File: src/rtl/urp_pcie_rx_dllp_scheduler.sv
// RX DLLP return-path arbiter: NAK > ACK (coalesce/timeout) > UpdateFC, one DLLP in flight.
// Optional periodic UpdateFC refresh enabled by defining URP_PCIE_DLLP_FC_REFRESH_EN.
module urp_pcie_rx_dllp_scheduler #(
    parameter int unsigned ACK_COALESCE = 4,
    parameter int unsigned ACK_TIMEOUT  = 64,
    parameter int unsigned FC_REFRESH   = 1024
) (
    input  logic        clk,
    input  logic        rst,
    input  logic        ack_req_i,
    input  logic [11:0] ack_seq_i,
    input  logic        nak_req_i,
    input  logic        fc_upd_req_i,
    input  logic [7:0]  fc_hdr_i,
    input  logic [11:0] fc_data_i,
    output logic [31:0] dllp_o,
    output logic        dllp_valid_o,
    input  logic        dllp_ready_i,
    output logic        ack_pending_o,
    output logic        nak_sched_o
);

    localparam int unsigned CW = $clog2(ACK_COALESCE + 1);
    localparam int unsigned TW = $clog2(ACK_TIMEOUT + 1);
    localparam logic [CW-1:0] CNT_MAX = CW'(ACK_COALESCE);
    localparam logic [TW-1:0] TMR_MAX = TW'(ACK_TIMEOUT);

    typedef enum logic {S_IDLE, S_HOLD} state_t;

    state_t         state_q;
    logic [31:0]    dllp_q;
    logic           valid_q;
    logic [11:0]    last_seq_q;
    logic [CW-1:0]  ack_cnt_q;
    logic [TW-1:0]  ack_timer_q;
    logic           nak_pend_q;
    logic           nak_sched_q;
    logic           fc_pend_q;
    logic [7:0]     fc_hdr_q;
    logic [11:0]    fc_data_q;

    logic [11:0]    seq_eff;
    logic [CW-1:0]  cnt_inc;
    logic           due_reg;
    logic           due_new;
    logic           nak_sched_eff;
    logic           nak_eff;
    logic           refresh_hit;
    logic           fc_eff;
    logic           sel_nak;
    logic           sel_ack;
    logic           sel_fc;
    logic           fc_use_new;
    logic [7:0]     fc_hdr_sel;
    logic [11:0]    fc_data_sel;
    logic [31:0]    dllp_d;

`ifdef URP_PCIE_DLLP_FC_REFRESH_EN
    localparam int unsigned RW = $clog2(FC_REFRESH);
    localparam logic [RW-1:0] RF_LAST = RW'(FC_REFRESH - 1);

    logic [RW-1:0] fc_refresh_q;

    assign refresh_hit = (fc_refresh_q == RF_LAST);

    always_ff @(posedge clk) begin
        if (rst || sel_fc) begin
            fc_refresh_q <= '0;
        end else if (refresh_hit) begin
            fc_refresh_q <= '0;
        end else begin
            fc_refresh_q <= fc_refresh_q + RW'(1);
        end
    end
`else
    logic unused_fc_refresh;

    assign refresh_hit       = 1'b0;
    assign unused_fc_refresh = (FC_REFRESH != 0);
`endif

    // Requests arriving this cycle are folded in so a fresh request loads on the next edge;
    // an ACK already due from registered state defers a same-cycle ack_req_i to the next ACK.
    always_comb begin
        seq_eff = ack_req_i ? ack_seq_i : last_seq_q;
        cnt_inc = ack_cnt_q;
        if (ack_req_i && (ack_cnt_q != CNT_MAX)) begin
            cnt_inc = ack_cnt_q + CW'(1);
        end
        due_reg       = (ack_cnt_q >= CNT_MAX) || (ack_timer_q == TMR_MAX);
        due_new       = !due_reg && ack_req_i && (cnt_inc >= CNT_MAX);
        nak_sched_eff = nak_sched_q && !ack_req_i;
        nak_eff       = nak_pend_q || (nak_req_i && !nak_sched_eff);
        fc_eff        = fc_pend_q || fc_upd_req_i || refresh_hit;

        sel_nak = (state_q == S_IDLE) && nak_eff;
        sel_ack = (state_q == S_IDLE) && !nak_eff && (due_reg || due_new);
        sel_fc  = (state_q == S_IDLE) && !nak_eff && !(due_reg || due_new) && fc_eff;

        // A pending UpdateFC goes out with its latched values; a same-cycle request stays pending.
        fc_use_new  = fc_upd_req_i && !fc_pend_q;
        fc_hdr_sel  = fc_use_new ? fc_hdr_i  : fc_hdr_q;
        fc_data_sel = fc_use_new ? fc_data_i : fc_data_q;

        dllp_d = '0;
        if (sel_nak) begin
            dllp_d = {8'h10, 12'h000, seq_eff};
        end else if (sel_ack) begin
            dllp_d = {8'h00, 12'h000, (due_new ? ack_seq_i : last_seq_q)};
        end else if (sel_fc) begin
            dllp_d = {8'h80, 2'b00, fc_hdr_sel, 2'b00, fc_data_sel};
        end
    end

    always_ff @(posedge clk) begin
        if (rst) begin
            state_q     <= S_IDLE;
            dllp_q      <= '0;
            valid_q     <= 1'b0;
            last_seq_q  <= 12'hFFF;
            ack_cnt_q   <= '0;
            ack_timer_q <= '0;
            nak_pend_q  <= 1'b0;
            nak_sched_q <= 1'b0;
            fc_pend_q   <= 1'b0;
            fc_hdr_q    <= '0;
            fc_data_q   <= '0;
        end else begin
            last_seq_q <= seq_eff;

            if (sel_nak || (sel_ack && due_new)) begin
                ack_cnt_q <= '0;
            end else if (sel_ack) begin
                ack_cnt_q <= ack_req_i ? CW'(1) : '0;
            end else begin
                ack_cnt_q <= cnt_inc;
            end

            if (sel_nak || sel_ack) begin
                ack_timer_q <= '0;
            end else if (((ack_cnt_q != '0) || ack_req_i) && (ack_timer_q != TMR_MAX)) begin
                ack_timer_q <= ack_timer_q + TW'(1);
            end

            nak_sched_q <= sel_nak ? 1'b1 : nak_sched_eff;
            nak_pend_q  <= nak_eff && !sel_nak;

            if (fc_upd_req_i) begin
                fc_hdr_q  <= fc_hdr_i;
                fc_data_q <= fc_data_i;
            end
            fc_pend_q <= sel_fc ? (fc_pend_q && fc_upd_req_i) : fc_eff;

            case (state_q)
                S_IDLE: begin
                    if (sel_nak || sel_ack || sel_fc) begin
                        state_q <= S_HOLD;
                        dllp_q  <= dllp_d;
                        valid_q <= 1'b1;
                    end
                end
                S_HOLD: begin
                    if (dllp_ready_i) begin
                        state_q <= S_IDLE;
                        valid_q <= 1'b0;
                    end
                end
                default: begin
                    state_q <= S_IDLE;
                    valid_q <= 1'b0;
                end
            endcase
        end
    end

    assign dllp_o        = dllp_q;
    assign dllp_valid_o  = valid_q;
    assign ack_pending_o = (ack_cnt_q != '0);
    assign nak_sched_o   = nak_sched_q;

endmodule

File: config.mk
export PLATFORM = sky130hd
export DESIGN_NAME = urp_pcie_rx_dllp_scheduler
export DESIGN_NICKNAME = d
export VERILOG_FILES = /design/src/rtl/urp_pcie_rx_dllp_scheduler.sv
export SDC_FILE = /design/constraint.sdc
export NUM_CORES = 1
export LEC_CHECK = 0
export CAP_MARGIN = 20
export CORE_MARGIN = 2
export CORE_UTILIZATION = 51
export DETAILED_ROUTE_END_ITERATION = 10
export GPL_TIMING_DRIVEN = 0
export PLACE_DENSITY = 0.8
export SETUP_SLACK_MARGIN = 0.3
export SYNTH_ARGS = -nofsm -noshare
export SYNTH_HDL_FRONTEND = slang
export SYNTH_SLANG_ARGS = --single-unit
File: constraint.sdc
create_clock -name clk -period 2.47 [get_ports clk]
set_input_delay 0.494 -clock clk [delete_from_list [all_inputs] [get_ports clk]]
set_output_delay 0.494 -clock clk [all_outputs]
set_load 0.01 [all_outputs]
==> metrics.md <==
| Metric | Value |
|---|---|
| Placer Congestion | `about 0.85` |
| Setup CP Type | `in -> reg` |
| Worst endpoint required time | `roughly 2700 ps` |
| Total GRT Usage | `23.6%` |
| Placed Cells | `between 500 and 600` |
| Psw | `794 uW` |
| Metal3 WL | `roughly 500 um` |
| GR Overflow Total | `0` |
| Critical path's largest stage delay | `between 400 and 500 ps` |
| Setup-failing EPs final | `0` |
| Worst slew pin tran | `approximately 520 ps` |
| Worst path cell trace | `clkdlybuf4s50_1, nand2b_2, a21oi_4, buf_4, clkbuf_4, nor2_1, a311oi_1, a211oi_1` |
| Number of synthesized register bits | `69` |
| First-pass GRT wire length | `roughly 14000 um` |
| CTS H-tree depth | `3` |
| CP Launch Type | `input pin` |
| Top cell type's share of synthesized area | `approximately 40%` |
| Flop pwr share | `between 40% and 50%` |
| Util after Layout | `around 69%` |
| I/O pin total | `73` |
| Vias | `3048` |
| Critical path's slowest cell | `clkdlybuf4s50_1` |
| Clock Sinks | `69` |
| Area contributors post-synth | `dfxtp_1 (41%), mux2i_1 (8.0%), nor2_1 (5.9%), nand2b_1 (5.0%), a21oi_1 (4.6%)` |
| Pin count of the biggest net entering global routing | `14` |
| Clock transition at path regs | `approximately 80 ps` |
| Met1 wire length | `about 3800 um` |
| TritonCTS buffer count | `9` |
| Routed Antenna Nets | `0` |
| Met2 WL | `between 4000 and 5000 um` |
| Setup TNS | `0 ps` |
| Crit path max fanout | `10` |
| IO Port Bufs | `60` |
| Top layer in use | `met4` |
| Sw Share | `between 20% and 30%` |
| Fillers | `520` |
| Routed WL per cell | `between 15 and 20 um` |
| Rel. slew slack | `about two thirds` |
| Worst IR Drop VDD | `around 0.42 mV` |
| Clk root buf | `clkbuf_8` |
| Die height | `around 86 um` |
| Drt first-iter violations | `between 150 and 200` |
| Clock power share | `between 30% and 40%` |
| Starting Density | `approximately 53%` |
| Min cycle time layout | `approximately 2200 ps` |
| Syn-to-layout area delta | `30.6%` |
| Setup Skew | `~5.7 ps` |
| # rows | `29` |
| Nets | `511` |
| Max Root-Sink Buffers | `2` |
| Sequential cell area | `1380 um^2` |
| Multi-input logic area | `1840 um^2` |
| Fin cells | `551` |
| Post-synth top area cell | `dfxtp_1` |
| Synthesized area per cell | `8.83 um^2` |
| DRC errors left | `0` |
| Clk_lat worst skew | `about 350 ps` |
| Setup crit end kind | `flip-flop` |
| Share of layout cells above drive strength 1 | `a little under an eighth` |
| Leak | `about 0.0018 uW` |
| Std-Cell Core Area | `around 6400 um^2` |
| Number of distinct library cells after synthesis | `41` |
| Seq/Total Area, Yosys | `40.6%` |
| Initial antenna violation count | `0` |
| HP Class | `reg -> reg` |
| Max Clock Freq | `between 400 and 500 MHz` |
| Final-report hold violation count | `0` |
| Pwr Density | `662 nW/um^2` |
| Synth Cell Area | `approximately 3400 um^2` |
| N_diodes | `0` |
| CTS tree | `built` |
| Unrepaired setup endpoints after global routing | `true` |
| Status | `finished, final reports clean` |
| Post-Synthesis Cells | `around 390` |
| Vias in the first global route | `~2.9k` |
| Final worst-path cycle share | `between 80 and 90%` |
| Synth warnings | `0` |
| Maxcap violations | `0` |
| Die footprint | `7330 um^2` |
| Critical Path AT | `about 2400 ps` |
| Hold WS | `477 ps` |
| Avg Vias per Cell | `around 5.5` |
| Final Max Slew Viols | `0` |
| Routed WL | `8540 um` |
| DP Wirelength | `about 6100 um` |
| Die X | `between 80 and 90 um` |
| TritonRoute pass-1 iters | `4` |
| Int Power | `around 2100 uW` |
| Logic gate share of total power | `19.1%` |
==> final timing paths <==
path                       start      endpoint  cells after the start  slack, ps
hold / removal      fc_data_q[8]  fc_data_q[8]                      2        480
setup reg to reg  ack_timer_q[0]     dllp_o[3]                      7        440
hold reg to reg     fc_data_q[8]  fc_data_q[8]                      2        480
setup / recovery       ack_req_i     dllp_o[3]                      8        300
==> registers in the layout (all words and copies together) (netlist names) <==
register / count
fc_pend_q: 1
fc_hdr_q: 8
state_q: 1
dllp_o: 22
nak_pend_q: 1
dllp_valid_o: 1
fc_data_q: 12
last_seq_q: 12
ack_cnt_q: 3
ack_timer_q: 7
nak_sched_o: 1
==> through the flow <==
stage          area, um^2  setup WS (ps)  total power, uW
3_5_place_dp         4130           -145             1810
3_3_place_gp         4130          -74.4             1790
6_report             4440            302             2940
5_1_grt              4440            208             3060
4_1_cts              4380            297             2940
2_1_floorplan        3430            647             1580
==> placed cells by master, fill, tap and decap left out, types with 2 or more instances in the layout <==
master and n:
a211oi_1 5, a21oi_1 31, a2bb2oi_1 8, a311oi_1 10, a311oi_2 2, and3_1 2, and4_1 12, buf_2 7
buf_4 18, bufinv_16 3, clkbuf_1 15, clkbuf_4 2, clkbuf_8 9, clkdlybuf4s50_1 59, clkinvlp_4 2, conb_1 10
dfxtp_1 69, ha_1 4, inv_1 6, mux2i_1 27, nand2_1 22, nand2b_1 26, nand3b_1 2, nand4_1 2
nor2_1 53, nor2b_1 14, o21ai_0 10, o21ai_1 8, o32a_1 8, xnor2_1 2, xor2_1 5
==> kinds of logic after synthesis <==
family	synth area share, %
AOI/OAI and AO/OA	19.5
xor gates and xnor gates	1.80
adders and majority gates	1.47
buffers and inverters	6.88
DFF	40.6
muxes	7.95
other	0.110
and+or+nand+nor	21.6
==> cells in the mapped netlist, drive strengths merged <==
library cell	count
dfxtp	69
nor2	53
a21oi	33
mux2i	27
nand2b	27
buf	24
nand2	22
o21ai	18
clkbuf	16
nor2b	14
a311oi	12
and4	12
a2bb2oi	9
o32a	8
a211oi	6
inv	6
xor2	5
ha	4
a21boi	2
and3	2
nand3b	2
nand4	2
xnor2	2
a31o	1
a31oi	1
and4b	1
conb	1
nor3	1
nor3b	1
nor4b	1
o21a	1
o31a	1
or2	1
==> routing by layer <==
layer	vias to the layer above	GRT usage, %
li1	1504	-
met1	1428	30.1
met2	95	37.6
met3	21	5.87
met4	0	10.8
met5	-	0
==> power by group through the flow <==
| stage | logic, uW | clock network [uW] | registers [uW] |
|---|---|---|---|
| after floorplan | 318 | 0 | 1270 |
| after global placement | 536 | 0 | 1250 |
| after detailed placement | 549 | 0 | 1260 |
| after CTS | 551 | 1150 | 1230 |
| after global routing | 610 | 1200 | 1240 |
| final | 563 | 1140 | 1240 |
==> critical path: cells and delay by family <==
family / cells / cell delay [ps]
buffers and inverters: 3 / 870
AOI/OAI and AO/OA: 3 / 680
and+or+nand+nor: 2 / 320
==> cell type report <==
cell class | instances | share of cell area (%)
Sequential cell | 69 | 31.1
Inverter | 6 | 0.508
Timing Repair Buffer | 64 | 14.2
Buffer | 40 | 4.96
Clock buffer | 9 | 2.79
Clock inverter | 7 | 2.76
Tap cell | 77 | 2.17
Multi-Input combinational cell | 279 | 41.5
==> what timing repair did <==
action	in CTS	in global routing
pin swaps	1	3
gates resized for setup	3	6
setup endpoints to repair	8	26
hold buffers	0	0
buffers inserted	0	4
No activity file was read; power rests on OpenSTA's default activity.
